==> config.mk <==
export PLATFORM = sky130hd
export DESIGN_NAME = seed_host_if
export DESIGN_NICKNAME = d
export VERILOG_FILES = /design/src/rtl/seed_host_if.sv
export SDC_FILE = /design/constraint.sdc
export NUM_CORES = 1
export LEC_CHECK = 0
export BUFFER_PORTS_ARGS = -buffer_cell sky130_fd_sc_hd__buf_2
export CAP_MARGIN = 30
export CELL_PAD_IN_SITES_DETAIL_PLACEMENT = 0
export CELL_PAD_IN_SITES_GLOBAL_PLACEMENT = 2
export CORE_AREA = 2 2 250 252
export CTS_CLUSTER_DIAMETER = 60
export DETAILED_ROUTE_END_ITERATION = 6
export DIE_AREA = 0 0 252 254
export GPL_TIMING_DRIVEN = 0
export MAX_ROUTING_LAYER = met4
export PLACE_DENSITY = 0.95
export SYNTH_ARGS = -nofsm -noshare
export SYNTH_HDL_FRONTEND = slang
export SYNTH_SLANG_ARGS = --single-unit
==> constraint.sdc <==
create_clock -name clk -period 4.8 [get_ports clk]
set_clock_uncertainty 0.15 [all_clocks]
set_input_delay 0 -clock clk [delete_from_list [all_inputs] [get_ports clk]]
set_output_delay 0 -clock clk [all_outputs]
set_load 0.05 [all_outputs]
==> src/rtl/seed_host_if.sv <==
// -----------------------------------------------------------------------------
// seed_host_if
// Word-addressed host register interface in front of a SEED block cipher core.
// The host loads a 128-bit key and a 128-bit block as four 32-bit words, then
// writes CTRL to start a key schedule, a block operation, or both back-to-back.
// A small FSM issues one-cycle load strobes to the core, waits for the core
// with a bounded counter, and captures the result into DOUT.
//
// Ports
//   clk             single clock, rising edge
//   nreset          asynchronous active-low reset
//   wr_en, rd_en    host word write / read strobes
//   addr [3:0]      host word address
//   wdata [31:0]    host write data
//   rdata [31:0]    host read data, registered, valid one cycle after rd_en
//   core_data_in    key or block presented to the core during an ISSUE state
//   core_key_rdy    one-cycle key load strobe
//   core_data_rdy   one-cycle block load strobe
//   core_EncDec     operation mode to the core (1 = decrypt)
//   core_data_out   result block from the core
//   core_data_valid result valid from the core
//   core_key_valid  key schedule complete from the core
//   core_busy       core busy flag
// -----------------------------------------------------------------------------
module seed_host_if #(
  parameter int TIMEOUT = 255
) (
  input  logic         clk,
  input  logic         nreset,
  input  logic         wr_en,
  input  logic         rd_en,
  input  logic [3:0]   addr,
  input  logic [31:0]  wdata,
  output logic [31:0]  rdata,
  output logic [127:0] core_data_in,
  output logic         core_key_rdy,
  output logic         core_data_rdy,
  output logic         core_EncDec,
  input  logic [127:0] core_data_out,
  input  logic         core_data_valid,
  input  logic         core_key_valid,
  input  logic         core_busy
);

  typedef enum logic [2:0] {
    IDLE       = 3'd0,
    KEY_ISSUE  = 3'd1,
    KEY_WAIT   = 3'd2,
    DATA_ISSUE = 3'd3,
    DATA_WAIT  = 3'd4
  } state_t;

  // Counter value at which the next wait cycle would reach TIMEOUT.
  localparam logic [7:0] LAST_CNT = 8'(TIMEOUT - 1);

  state_t         state_r;
  logic [127:0]   key_r;
  logic [127:0]   din_r;
  logic [127:0]   dout_r;
  logic           key_ok_r;
  logic           done_r;
  logic           err_r;
  logic           pend_data_r;
  logic [7:0]     cnt_r;

  logic           active_s;
  logic           wr_host_reg_s;
  logic           rd_status_s;
  logic [31:0]    status_s;
  logic [31:0]    rd_mux_s;

  assign active_s      = (state_r != IDLE);
  assign wr_host_reg_s = wr_en && ((addr[3] == 1'b0) || (addr == 4'h8));
  assign rd_status_s   = rd_en && (addr == 4'h9);
  assign status_s      = {28'd0, err_r, active_s, done_r, key_ok_r};

  // Host read data selection from the address map.
  always_comb begin
    rd_mux_s = 32'd0;
    case (addr)
      4'h0:    rd_mux_s = key_r[127:96];
      4'h1:    rd_mux_s = key_r[95:64];
      4'h2:    rd_mux_s = key_r[63:32];
      4'h3:    rd_mux_s = key_r[31:0];
      4'h4:    rd_mux_s = din_r[127:96];
      4'h5:    rd_mux_s = din_r[95:64];
      4'h6:    rd_mux_s = din_r[63:32];
      4'h7:    rd_mux_s = din_r[31:0];
      4'h9:    rd_mux_s = status_s;
      4'hC:    rd_mux_s = dout_r[127:96];
      4'hD:    rd_mux_s = dout_r[95:64];
      4'hE:    rd_mux_s = dout_r[63:32];
      4'hF:    rd_mux_s = dout_r[31:0];
      default: rd_mux_s = 32'd0;
    endcase
  end

  // Host registers, status flags, control FSM and registered core outputs.
  // Later non-blocking assignments override earlier ones, so flag set events
  // written after the STATUS-read clear take priority over it.
  always_ff @(posedge clk or negedge nreset) begin
    if (!nreset) begin
      state_r       <= IDLE;
      key_r         <= 128'd0;
      din_r         <= 128'd0;
      dout_r        <= 128'd0;
      key_ok_r      <= 1'b0;
      done_r        <= 1'b0;
      err_r         <= 1'b0;
      pend_data_r   <= 1'b0;
      cnt_r         <= 8'd0;
      rdata         <= 32'd0;
      core_data_in  <= 128'd0;
      core_key_rdy  <= 1'b0;
      core_data_rdy <= 1'b0;
      core_EncDec   <= 1'b0;
    end else begin
      if (rd_en) begin
        rdata <= rd_mux_s;
      end else begin
        rdata <= rdata;
      end

      if (rd_status_s) begin
        done_r <= 1'b0;
        err_r  <= 1'b0;
      end else begin
        done_r <= done_r;
        err_r  <= err_r;
      end

      // KEY/DIN are only writable while idle; any host write while active
      // is dropped and flagged.
      if (wr_host_reg_s && active_s) begin
        err_r <= 1'b1;
      end else if (wr_en) begin
        case (addr)
          4'h0:    key_r[127:96] <= wdata;
          4'h1:    key_r[95:64]  <= wdata;
          4'h2:    key_r[63:32]  <= wdata;
          4'h3:    key_r[31:0]   <= wdata;
          4'h4:    din_r[127:96] <= wdata;
          4'h5:    din_r[95:64]  <= wdata;
          4'h6:    din_r[63:32]  <= wdata;
          4'h7:    din_r[31:0]   <= wdata;
          default: key_r         <= key_r;
        endcase
      end else begin
        key_r <= key_r;
      end

      case (state_r)
        IDLE: begin
          if (wr_en && (addr == 4'h8)) begin
            if (wdata[0]) begin
              core_EncDec  <= wdata[2];
              key_ok_r     <= 1'b0;
              pend_data_r  <= wdata[1];
              core_data_in <= key_r;
              core_key_rdy <= 1'b1;
              state_r      <= KEY_ISSUE;
            end else if (wdata[1]) begin
              if (key_ok_r) begin
                core_data_in  <= din_r;
                core_data_rdy <= 1'b1;
                state_r       <= DATA_ISSUE;
              end else begin
                err_r <= 1'b1;
              end
            end else begin
              state_r <= IDLE;
            end
          end else begin
            state_r <= IDLE;
          end
        end

        KEY_ISSUE: begin
          core_key_rdy <= 1'b0;
          core_data_in <= 128'd0;
          cnt_r        <= 8'd0;
          state_r      <= KEY_WAIT;
        end

        KEY_WAIT: begin
          // cnt_r == 0 is the entry cycle, where the core's flags may still
          // reflect a previous key and are not trusted.
          if ((cnt_r != 8'd0) && core_key_valid && !core_busy) begin
            key_ok_r <= 1'b1;
            if (pend_data_r) begin
              pend_data_r   <= 1'b0;
              core_data_in  <= din_r;
              core_data_rdy <= 1'b1;
              state_r       <= DATA_ISSUE;
            end else begin
              state_r <= IDLE;
            end
          end else if (cnt_r == LAST_CNT) begin
            err_r       <= 1'b1;
            pend_data_r <= 1'b0;
            state_r     <= IDLE;
          end else begin
            cnt_r <= cnt_r + 8'd1;
          end
        end

        DATA_ISSUE: begin
          core_data_rdy <= 1'b0;
          core_data_in  <= 128'd0;
          done_r        <= 1'b0;
          cnt_r         <= 8'd0;
          state_r       <= DATA_WAIT;
        end

        DATA_WAIT: begin
          if (core_data_valid) begin
            dout_r  <= core_data_out;
            done_r  <= 1'b1;
            state_r <= IDLE;
          end else if (cnt_r == LAST_CNT) begin
            err_r   <= 1'b1;
            state_r <= IDLE;
          end else begin
            cnt_r <= cnt_r + 8'd1;
          end
        end

        default: begin
          core_key_rdy  <= 1'b0;
          core_data_rdy <= 1'b0;
          core_data_in  <= 128'd0;
          state_r       <= IDLE;
        end
      endcase
    end
  end

endmodule

## Word-level counts from Yosys, hierarchy flattened

Cells that the tools add are included.

| operators by class | value |
|---|---|
| $add $sub $neg | 1 |
| eq/ne operators | 31 |
| mux-type cells | 53 |
| reductions and logical operators | 33 |
| bitwise gates (word level) | 5 |

Operators with widths:

| operator | number |
|---|---|
| $mux W128 | 6 |
| $pmux W32 S13 | 1 |
| $pmux W128 S3 | 1 |
| $reduce_and A3 Y1 | 11 |
| $mux W1 | 26 |
| $eq A4 B4 Y1 const B | 6 |
| $mux W8 | 3 |
| $pmux W8 S3 | 1 |
| $mux W3 | 7 |
| $ne A2 B2 Y1 const B | 9 |
| $eq A4 B3 Y1 const B | 4 |
| $pmux W3 S5 | 1 |
| $ne A3 B3 Y1 const B | 3 |
| $add A8 B1 Y8 const B | 1 |
| $eq A4 B2 Y1 const B | 2 |
| $eq A8 B8 Y1 const B | 1 |
| $pmux W1 S2 | 4 |
| $reduce_and A4 Y1 | 2 |
| $reduce_bool A8 Y1 | 1 |
| $reduce_and A7 Y1 | 1 |
| $eq A3 B2 Y1 const B | 2 |
| $logic_and A1 B1 Y1 | 6 |
| $pmux W1 S3 | 2 |
| $reduce_and A6 Y1 | 1 |
| other kinds (15) | 21 |

| storage, ports and cells | value |
|---|---|
| bits in registers | 562 |
| bits of input ports | 171 |
| logic and storage cells | 143 |

## Logic depth before layout (Yosys ltp)

| depth | value |
|---|---|
| depth after elaboration | 10 |
| gate-level depth with buffers | 9 |

## Worst setup path after synthesis

No wires, ideal clock.

| timing | value |
|---|---|
| kind | register -> register |
| from | register cnt_r[0] |
| to | register cnt_r[7] |
| cell stages (with the launch flop) | 8 |
| data required time | 4530 ps |
| library setup time | 120 ps |
| setup slack | 2676 ps |
| arrival time | 1854 ps |
| buffers on the path | 0 |
| path through | dfrtp_1 > inv_1 > ha_1 > nor4b_2 > a211oi_4 > a2111oi_4 > a31oi_1 > a41o_1 |

| between the ends | value |
|---|---|
| cells in the longest elaborated chain, start to end | 5 |
| elaborated cells on any way between the ends | 11 |
| classes of those cells | add/sub: 1; eq/ne: 2; mux: 4; reduce/logical: 4 |

RTL lines:

| what | RTL line | text |
|---|---|---|
| start, declared | 64 | `logic [7:0] cnt_r;` |
| start signal, assigned | 203 | `cnt_r <= cnt_r + 8'd1;` |
| start signal, assigned | 224 | `cnt_r <= cnt_r + 8'd1;` |
| parallel branches: the longest is 5 deep, another holds $add A8 B1 Y8 | n/a |  |

Parallel ways; which one is timed is not known. The select of a mux whose other input is x is not followed.
A chain may end at the register's enable or synchronous reset.

==> flow_metrics.py <==
metrics = {
    "hold_path": {
        "hold_end": "dout_r[77]$_DFFE_PN0P_",
        "holdCritPathClass": "input port to flip-flop",
        "timing.hold.worst.start": "core_data_out[77]",
        "min_delay_path_depth": 3,
    },
    "sta": {
        "drv_slew": 0,
        "slew-limit-headroom_pct": 22.3,
        "worst_slew_pin_slew_ps": 1170,
        "holdWs_ps": 16.8,
        "finalSetupViolations": 0,
        "final_min_period_over_clock_period_pct": 68.7,
        "final_critical_path_setup_slack_ps": 1500,
        "timing.fmax_mhz": 303,
        "fin_crit_ps": 3300,
        "final_hold_viol_count": 0,
        "grt_setup_unrepaired": "false",
    },
    "global_route": {
        "grt_overflow": 0,
        "grt_pass1_wl_um": 161000,
        "groute.usage.overall_pct": 36.4,
        "grt_start_max_net_pins": 122,
        "initial_antenna_violation_count": 5,
        "number_of_global_route_vias_before_repair": 22700,
    },
    "logic_synthesis": {
        "synth_sequential_area_ratio_pct": 53.7,
        "post_synthesis_net_count": 2238,
        "synthesized_area_sq_mm": 0.0262,
        "dominantRegCellSynth": "dfrtp_1",
        "yosys_warnings": 0,
        "area_share_of_the_largest_cell_type_after_synthesis_pct": 53.7,
        "synth_cell_type_count": 75,
        "postSynthAreaPerCell_sq_um": 12.7,
        "synth-async-reset-ratio_pct": 100,
        "synth_largest_area_cell": "dfrtp_1",
        "synth_area_leaders": "dfrtp_1 54%, mux2_2 16%, mux2i_1 7.1%, o31ai_1 3.7%, nand2_1 2.5%",
        "synth-edff-count": 0,
        "number_of_storage_elements_in_the_synthesis_netlist": 562,
        "synth_cells": 2064,
    },
    "placement": {
        "post-place-ws_ps": 1640,
        "numPlacedInstances": 3202,
        "numPortBuffers": 331,
        "finalWeightedCongestion": 0.990,
        "detailed_place_hpwl_um": 80500,
    },
    "floorplanning": {
        "die-width_um": 252,
        "initial_utilization_pct": 42.7,
        "die_area_sq_mm": 0.0640,
        "coreArea_sq_mm": 0.0613,
        "design.portCount": 334,
        "die_y_um": 254,
        "row_count": 91,
    },
    "finish": {
        "finalNonFillerCells": 3604,
        "syn2layout_area_growth_pct": 30.3,
        "layout-drive-gt1-share_pct": 35.2,
        "layout.filler_cells": 5023,
        "finish.net_count": 2933,
        "final_core_util_pct": 55.7,
    },
    "cts": {
        "cts_made_buffers": 61,
        "cts.clk_slew.worst_paths_ps": 70,
        "ctsHtreeMaxLevel": 2,
        "clk_path_buf_depth": 3,
        "clock_sink_count": 562,
        "cts_root_buffer": "clkbuf_16",
        "worst_skew_pair.late_latency_ps": 650,
        "cts_tree": "yes",
    },
    "setup_path": {
        "r2r.worst_path.cells": 8,
        "critPathLaunch": "rd_en",
        "crit_path_max_fanout": 10,
        "cp-end-kind": "flip-flop",
        "reg2reg_slack_ps": 1770,
        "criticalPathCategory": "input port to flip-flop",
        "rr_endpoint": "core_data_in[109]$_DFFE_PN0P_",
        "worstPathArrival_ps": 3700,
        "crit_required_ps": 5200,
        "worstSetupStartpointType": "input port",
        "crit-reg2reg-launch": "cnt_r[0]$_DFFE_PN0P_",
    },
    "outcome": {
        "run_status": "finished clean",
    },
    "power": {
        "vdd_ir_drop_max_v": 0.000304,
        "power.static_leakage_nw": 16.0,
        "power_density_mw_per_mm2": 515,
        "finalPower_mw": 17.6,
    },
    "routing": {
        "total_routed_wirelength_um": 114000,
        "drtIter0Drc": 2597,
        "drt-pass1-iter-count": 6,
        "number_of_design_rule_violations_left_after_detail_routing": 0,
        "via_per_inst": 6.16,
        "wl_per_cell_um": 31.7,
        "antenna_violating_nets_post_route": 0,
        "dr_total_vias": 22200,
    },
    "run": {
        "maxCapViolCount": 0,
    },
}
stage by stage:
step                      setup TNS (ps)  instance area, sq um
after global placement          -4296450                 28800
after CTS                              0                 34100
after detailed placement               0                 29100
final                                  0                 34100
after global routing                   0                 34100
after floorplan                        0                 26200
layer usage:
layer,share of wire [%],GRT usage [%],up-vias
met2,45,54.2,1411
met3,10,9.21,362
met1,39,45.7,11400
li1,-,-,9082
met4,5.9,19.4,0
met5,0,-,-
cells in the final DEF (no fill, tap or decap), types with 10 or more instances in the layout:
| cell | Yosys | routed |
|---|---|---|
| dfrtp_1 | 562 | 562 |
| buf_2 | 88 | 419 |
| mux2_2 | 362 | 362 |
| dlygate4sd3_1 | 0 | 282 |
| mux2i_1 | 187 | 187 |
| nand2_1 | 174 | 174 |
| o31ai_1 | 130 | 130 |
| clkbuf_16 | 0 | 63 |
| a22oi_1 | 57 | 57 |
| clkbuf_1 | 40 | 52 |
| nor2_1 | 51 | 51 |
| o21ai_0 | 31 | 31 |
| mux2_4 | 30 | 30 |
| o22ai_1 | 28 | 28 |
| a21oi_1 | 23 | 23 |
| nor2b_1 | 21 | 21 |
| nand3_1 | 21 | 21 |
| buf_4 | 19 | 19 |
| a22o_1 | 19 | 19 |
| a221oi_1 | 19 | 19 |
| clkbuf_8 | 0 | 17 |
| buf_6 | 8 | 15 |
| nor3_1 | 12 | 12 |
| o2bb2ai_1 | 12 | 12 |
| clkinv_2 | 0 | 10 |
synth_stat cells, drive strengths merged (4+ instances only):
library cell and instances:
dfrtp 562, mux2 398, mux2i 187, nand2 177
o31ai 130, buf 119, a22oi 57, nor2 55
clkbuf 40, o21ai 31, o22ai 28, a21oi 23
nand3 21, nor2b 21, a221oi 19, a22o 19
nor3 16, o2bb2ai 13, o211ai 10, a211oi 9
a31oi 9, a32oi 9, inv 9, o221ai 8
a221o 7, a32o 7, and2 7, nand2b 7
and3 5, o32ai 5, or2 5, a2111oi 4
a222oi 4, nand4 4
timing repair:
action,4_1_cts,5_1_grt
setup buffers,0,0
endpoints found under the setup margin,0,0
hold endpoints to repair,540,0
resized for setup,0,0
hold buffers,283,0
registers in the layout, indices dropped and copies added (netlist names):
| signal | flops |
|---|---|
| core_data_in | 128 |
| err_r | 1 |
| core_EncDec | 1 |
| pend_data_r | 1 |
| core_key_rdy | 1 |
| cnt_r | 8 |
| state_r | 3 |
| done_r | 1 |
| key_r | 128 |
| core_data_rdy | 1 |
| dout_r | 128 |
| key_ok_r | 1 |
| rdata | 32 |
| din_r | 128 |
worst max path at each step:
stage,endpoint,cells after the start
detailed placement,rdata[0]$_DFFE_PN0P_,6
global route,rdata[9]$_DFFE_PN0P_,7
global placement,dout_r[14]$_DFFE_PN0P_,1
floorplan,cnt_r[7]$_DFFE_PN0P_,7
finish,rdata[0]$_DFFE_PN0P_,7
CTS,rdata[0]$_DFFE_PN0P_,7
cells by family (layout without fill, tap and decap cells):
| logic type | after synthesis | after routing | share of synthesized area [%] |
|---|---|---|---|
| flip-flops | 562 | 562 | 53.7 |
| AND/OR/NAND/NOR | 332 | 332 | 5.96 |
| AO/OA/AOI/OAI | 407 | 407 | 11.8 |
| buffers and inverters | 170 | 915 | 3.36 |
| adder cells (fa/ha/maj) | 3 | 3 | 0.143 |
| XOR/XNOR | 2 | 2 | 0.0669 |
| other | 0 | 5 | 0 |
| multiplexers | 588 | 588 | 25.0 |
cell type report:
cell class / instances / area, sq um / area share, %
buffer: 159 / 838 / 2.46
sequential: 562 / 14100 / 41.2
clock buffer: 92 / 1860 / 5.44
timing repair buffer: 632 / 4810 / 14.1
clock inverter: 21 / 249 / 0.730
inverter: 11 / 41.3 / 0.121
multi-input combinational: 1332 / 11200 / 33.0
antenna: 5 / 12.5 / 0.0367
tap: 790 / 988 / 2.90
worst max-delay path: stages:
cell and delay (ps):
dlygate4sd3_1 520, clkbuf_1 680, inv_1 370, a21oi_1 980, clkbuf_1 750, o21ai_0 250
o221ai_1 120
where the power goes:
group / switching, mW / total, mW / internal, mW
Clock: 2.04 / 4.96 / 2.92
Combinational: 3.58 / 5.50 / 1.92
Sequential: 1.10 / 7.10 / 6.00
Total: 6.72 / 17.6 / 10.8
Power figures use the tool's default switching activity.
